## config.mk

```make
export PLATFORM = sky130hd
export DESIGN_NAME = snes_pad_serializer
export DESIGN_NICKNAME = d
export VERILOG_FILES = /design/src/rtl/snes_pkg.sv /design/src/rtl/sync_edge_det.sv /design/src/rtl/snes_pad_serializer.sv
export SDC_FILE = /design/constraint.sdc
export NUM_CORES = 1
export LEC_CHECK = 0
export CAP_MARGIN = 30
export CORE_ASPECT_RATIO = 1.4
export CORE_UTILIZATION = 40
export DETAILED_ROUTE_END_ITERATION = 10
export GPL_TIMING_DRIVEN = 0
export PLACE_DENSITY_LB_ADDON = 0.08
export SLEW_MARGIN = 25
export SYNTH_ARGS = -nofsm -noshare
export SYNTH_HDL_FRONTEND = slang
export SYNTH_SLANG_ARGS = --single-unit
export TNS_END_PERCENT = 50
```

## constraint.sdc

```tcl
create_clock -name clk -period 3.38 [get_ports clk]
set_input_delay 0.676 -clock clk [delete_from_list [all_inputs] [get_ports clk]]
set_output_delay 0.676 -clock clk [all_outputs]
set_load 0.005 [all_outputs]
```

## src/rtl/snes_pkg.sv

```systemverilog
// Shared types and default constants for the SNES controller-port serializer.
package snes_pkg;

  typedef enum logic [1:0] {
    ST_IDLE  = 2'd0,
    ST_LOAD  = 2'd1,
    ST_SHIFT = 2'd2,
    ST_DONE  = 2'd3
  } state_e;

  localparam int   DEF_NUM_PORTS   = 2;
  localparam int   DEF_NUM_BUTTONS = 12;
  localparam int   DEF_FRAME_BITS  = 16;
  localparam logic DEF_FILL_BIT    = 1'b1;
  localparam logic DEF_ACTIVE_LOW  = 1'b1;
  localparam int   DEF_TIMEOUT_CYC = 65535;

endpackage

```

## src/rtl/sync_edge_det.sv

```systemverilog
// Two-flop synchroniser for an asynchronous pin, plus rise/fall pulse detection.
module sync_edge_det (
  input  logic clk,
  input  logic reset,
  input  logic din_i,
  output logic rise_o,
  output logic fall_o
);

  // [0],[1] are the synchroniser; [2] holds the previous synchronised level.
  logic [2:0] sync_q;

  // NOTE: sequential state always uses non-blocking assignments so every flop
  // samples the pre-edge value of its neighbour, which is what makes a shift chain.
  always_ff @(posedge clk or negedge reset) begin
    if (!reset) sync_q <= '0;
    else        sync_q <= {sync_q[1:0], din_i};
  end

  assign rise_o =  sync_q[1] & ~sync_q[2];
  assign fall_o = ~sync_q[1] &  sync_q[2];

endmodule

```

## src/rtl/snes_pad_serializer.sv

```systemverilog
// SNES controller emulation: latches button state and shifts it out on the
// console's shift clock, one serial line per controller port.
module snes_pad_serializer
  import snes_pkg::*;
#(
  parameter int   NUM_PORTS   = DEF_NUM_PORTS,
  parameter int   NUM_BUTTONS = DEF_NUM_BUTTONS,
  parameter int   FRAME_BITS  = DEF_FRAME_BITS,
  parameter logic FILL_BIT    = DEF_FILL_BIT,
  parameter logic ACTIVE_LOW  = DEF_ACTIVE_LOW,
  parameter int   TIMEOUT_CYC = DEF_TIMEOUT_CYC
) (
  input  logic                             clk,
  input  logic                             reset,
  input  logic                             latch_in,
  input  logic                             sclk_in,
  input  logic [NUM_PORTS*NUM_BUTTONS-1:0] buttons,
  input  logic                             enable,
  input  logic                             clr_err,
  output logic [NUM_PORTS-1:0]             data_out,
  output logic                             busy,
  output logic                             frame_done,
  output logic [15:0]                      frame_count,
  output logic                             timeout_err
);

  localparam int CNT_W = $clog2(FRAME_BITS + 1);
  localparam int TMR_W = $clog2(TIMEOUT_CYC + 1);
  localparam logic [CNT_W-1:0] LAST_BIT = CNT_W'(FRAME_BITS - 1);
  localparam logic [TMR_W-1:0] TMO_LAST = TMR_W'(TIMEOUT_CYC - 1);

  // Line levels for a whole frame: encoded button bits, then the fill level.
  function automatic logic [FRAME_BITS-1:0] port_frame(input logic [NUM_BUTTONS-1:0] btn);
    logic [FRAME_BITS-1:0] f;
    f = {FRAME_BITS{FILL_BIT}};
    f[NUM_BUTTONS-1:0] = btn ^ {NUM_BUTTONS{ACTIVE_LOW}};
    return f;
  endfunction

  localparam logic [FRAME_BITS-1:0] REL_FRAME = port_frame('0);

  logic latch_rise, latch_fall, sclk_rise, sclk_fall;

  sync_edge_det u_latch_sync (
    .clk    (clk),
    .reset  (reset),
    .din_i  (latch_in),
    .rise_o (latch_rise),
    .fall_o (latch_fall)
  );

  sync_edge_det u_sclk_sync (
    .clk    (clk),
    .reset  (reset),
    .din_i  (sclk_in),
    .rise_o (sclk_rise),
    .fall_o (sclk_fall)
  );

  state_e                state_q;
  logic [CNT_W-1:0]      cnt_q;
  logic [TMR_W-1:0]      tmr_q;
  logic [FRAME_BITS-1:0] sr_q [NUM_PORTS];
  logic [NUM_PORTS-1:0]  data_q;
  logic                  done_q;
  logic [15:0]           count_q;
  logic                  err_q;

  always_ff @(posedge clk or negedge reset) begin
    if (!reset) begin
      state_q <= ST_IDLE;
      cnt_q   <= '0;
      tmr_q   <= '0;
      data_q  <= '1;
      done_q  <= 1'b0;
      count_q <= '0;
      err_q   <= 1'b0;
      // NOTE: the frame registers are plain flops, not a RAM, so they are
      // reset like any other state to the all-released pattern.
      for (int p = 0; p < NUM_PORTS; p++) sr_q[p] <= REL_FRAME;
    end else begin
      done_q <= 1'b0;
      if (clr_err) err_q <= 1'b0;
      if (!enable) begin
        state_q <= ST_IDLE;
        data_q  <= '1;
        tmr_q   <= '0;
      end else if (latch_rise) begin
        // A new latch always restarts the frame, whatever was in flight.
        state_q <= ST_LOAD;
        cnt_q   <= '0;
        tmr_q   <= '0;
        for (int p = 0; p < NUM_PORTS; p++) begin
          sr_q[p]   <= port_frame(buttons[p*NUM_BUTTONS +: NUM_BUTTONS]);
          data_q[p] <= buttons[p*NUM_BUTTONS] ^ ACTIVE_LOW;
        end
      end else begin
        case (state_q)
          ST_IDLE: data_q <= '1;
          ST_LOAD: begin
            if (latch_fall) begin
              state_q <= ST_SHIFT;
              tmr_q   <= '0;
            end
          end
          ST_SHIFT: begin
            if (sclk_rise) begin
              tmr_q <= '0;
              if (cnt_q == LAST_BIT) begin
                state_q <= ST_DONE;
                data_q  <= '0;
                done_q  <= 1'b1;
                count_q <= count_q + 16'd1;
              end else begin
                cnt_q <= cnt_q + CNT_W'(1);
                for (int p = 0; p < NUM_PORTS; p++) begin
                  sr_q[p]   <= sr_q[p] >> 1;
                  data_q[p] <= sr_q[p][1];
                end
              end
            end else if (sclk_fall || latch_fall) begin
              tmr_q <= '0;
            end else if (tmr_q == TMO_LAST) begin
              // Written after the clr_err clear so a same-cycle timeout wins.
              state_q <= ST_IDLE;
              data_q  <= '1;
              tmr_q   <= '0;
              err_q   <= 1'b1;
            end else begin
              tmr_q <= tmr_q + TMR_W'(1);
            end
          end
          ST_DONE: data_q  <= '0;
          default: state_q <= ST_IDLE;
        endcase
      end
    end
  end

  assign data_out    = data_q;
  assign busy        = (state_q == ST_LOAD) || (state_q == ST_SHIFT);
  assign frame_done  = done_q;
  assign frame_count = count_q;
  assign timeout_err = err_q;

endmodule

```

==> out/metrics.cfg <==
[run_status]
status=completed

[synth]
async_reset_ff_share_pct=100
synth_fp_nets=410
syn_area_mm2=0.00354
avgSynthCellArea_um2=9.54
synthFlopType=dfrtp_1
ys_seq_area_share_pct=54.0
synth_edf_count=0
syn_inst=371
ys_ff_latch=75
synth.distinct_cells=43
ys_warn_count=0

[die]
die-height_um=113
core_area_mm2=0.00856
start_util_pct=41.3
ioPinCount=51
fp-row-count=40
die-area_mm2=0.00923
die_w_um=81.5

[timing]
fmax_ghz=0.380
min_period_over_period_pct=77.9
rsz0062_at_grt=false
slew_headroom_pct=57.0
period_needed_ns=2.63
setup_ws_ns=0.748
finalHoldViolations=0
slew_violations=0
clock-skew-final_ns=0.00710
setup_viol=0
fin_hold_ws_ns=0.290
worst_pin_slew_ns=0.639

[place]
hpwl_mm=5.46
place.gp.congestion=0.761
place_ws_ns=0.718
portBuffers=49

[grt]
antenna_found_initial=0
grt_pass1_wl_mm=13.0
grt_pass1_vias=2802
grt_usage_pct=18.4
grt_max_degree=42
grt_overflow_total=0

[detailed_routing]
drtAntennaViolNets=0
first_pass_iters=4
wl_per_cell_um=14.0
drt_iter0_markers=97
drc=0
detail_route.vias_per_cell=5.21
wl_mm=7.61
vias=2826

[clock_network]
clk_latency_ns=0.33
clockRootBuffer=clkbuf_16
ctsResizeCount=0
cts_tree=done
post_cts_buffers=0
cts_max_path_buffers=2
cts.sinks=75
cts_buffers=9
htreeDepth=3
cts.clk_slew.worst_paths_ns=0.06
ctsHoldBuffers=0

[critical_path]
ff2ff_setup_slack_ns=0.75
cpLargestDelayFamily=simple AND/OR/NAND/NOR gates
critPathMaxStageDelay_ns=0.47
critPathLaunchType=register
arrival_ns=2.88
crit_required_ns=3.63
crit_chain=inv_1 -> ha_1 -> nand2_1 -> or4_1 -> buf_2 -> or3_1 -> buf_2 -> or3_1 -> o21ai_1
crit_fanout=7
end_kind=register
critPathSlowestCell=or4_1
worstSetupPathType=reg2reg
cp.buffers_inverters=3

[layout]
drive_gt1_share_pct=11.9
multiInputGateArea_mm2=0.00153
register_area_mm2=0.00191
final_common_cell=nand2_1
nNetsFinal=471
fillers=801
layout_common_cells=nand2_1 (49), clkdlybuf4s50_1 (48), dfrtp_1 (47)
diodes=0
area_delta_synth_final_pct=27.3
final_util_pct=52.6

[pwr]
total_leakage_power_nw=1.87
pwr-share-clk_pct=41.1
p_int_mw=1.88
sw_frac_of_total_pct=23.9
p_sw_uw=588
seqPwrFrac_pct=46.1
combPwrFrac_pct=12.8
power.density_mw_per_mm2=547
ir_drop_mv=0.312

[worst_hold_path]
min_path_type=in2async

[run]
maxCapViolCount=0

layer usage:
layer	vias to the layer above	global-route usage, %	wire length, um
met3	7	3.95	239
met2	34	30.8	3850
met5	-	0	0
met1	1371	22.7	3410
li1	1414	-	-
met4	0	7.14	110
worst reg2reg max path, cell delays in order (launching register included):
cell     delay, ns
dfrtp_1       0.40
inv_1         0.11
ha_1          0.30
nand2_1       0.15
or4_1         0.47
buf_2         0.18
or3_1         0.36
buf_2         0.17
or3_1         0.35
o21ai_1       0.08
Yosys cell counts (all sizes together) (2+ instances only):
library cell	n	area share [%]
xnor2	12	3.0
clkbuf	10	1.1
a31oi	2	0.35
ha	9	3.2
nand2b	3	0.53
o21ai	38	5.4
mux2	2	0.64
dfstp	28	21
inv	13	1.4
dfrtp	47	33
nand3	12	1.7
nor3	7	0.99
nor2b	2	0.35
nand4	13	2.3
and3	5	0.88
o211ai	5	1.1
nor2	44	4.7
nor4	3	0.53
nand2	49	5.2
buf	4	0.57
a21oi	25	3.5
a22oi	2	0.42
or3	5	0.88
o41ai	3	0.74
xor2	11	2.7
power groups by stage:
stage / clock, mW / sequential [mW] / combinational, mW
floorplan: 0 / 1.13 / 0.197
detailed placement: 0 / 1.15 / 0.321
CTS: 1.04 / 1.13 / 0.322
finish: 1.01 / 1.13 / 0.316
global placement: 0 / 1.14 / 0.312
global route: 1.07 / 1.15 / 0.374
through the flow:
step | setup TNS, ns | std cells | total power, mW | cell area (um2)
final | 0 | 542 | 2.46 | 4500
after global routing | 0 | 542 | 2.59 | 4500
after CTS | 0 | 542 | 2.49 | 4500
after global placement | -49.06 | 525 | 1.46 | 4160
after floorplan | 0 | 371 | 1.33 | 3540
after detailed placement | 0 | 526 | 1.47 | 4180
final timing paths:
check | startpoint | endpoint | depth (start not counted)
max in group asynchronous | reset | sr_q[30] | 2
hold reg to reg | u_latch_sync.sync_q[0] | u_latch_sync.sync_q[1] | 0
min in group clk | u_latch_sync.sync_q[0] | u_latch_sync.sync_q[1] | 0
setup reg to reg | state_q[0] | tmr_q[11] | 9
setup / recovery | state_q[0] | tmr_q[11] | 9
hold / removal | reset | tmr_q[8] | 1
layout make-up:
type                            instances  share of cell area [%]
Sequential cell                        75                    42.5
Multi-Input combinational cell        269                    33.9
Timing Repair Buffer                   50                    11.3
Clock buffer                           11                    5.39
Tap cell                              105                    2.92
Clock inverter                          5                    1.69
Buffer                                 14                    1.28
Inverter                               13                    1.08
sequential cells by signal (all words and copies together) (netlist names):
signal,cells
u_sclk_sync.sync_q,3
data_out,2
sr_q,26
tmr_q,16
timeout_err,1
state_q,2
cnt_q,5
frame_done,1
u_latch_sync.sync_q,3
frame_count,16
logic make-up after synthesis:
family | after synthesis | synth area share, %
buffers and inverters | 27 | 3.01
adder cells (fa/ha/maj) | 9 | 3.18
AND/OR/NAND/NOR | 148 | 19.1
AO/OA/AOI/OAI | 86 | 14.0
XOR/XNOR | 23 | 5.69
multiplexers | 3 | 0.919
flip-flops | 75 | 54.0
(Power assumes the default switching activity.)
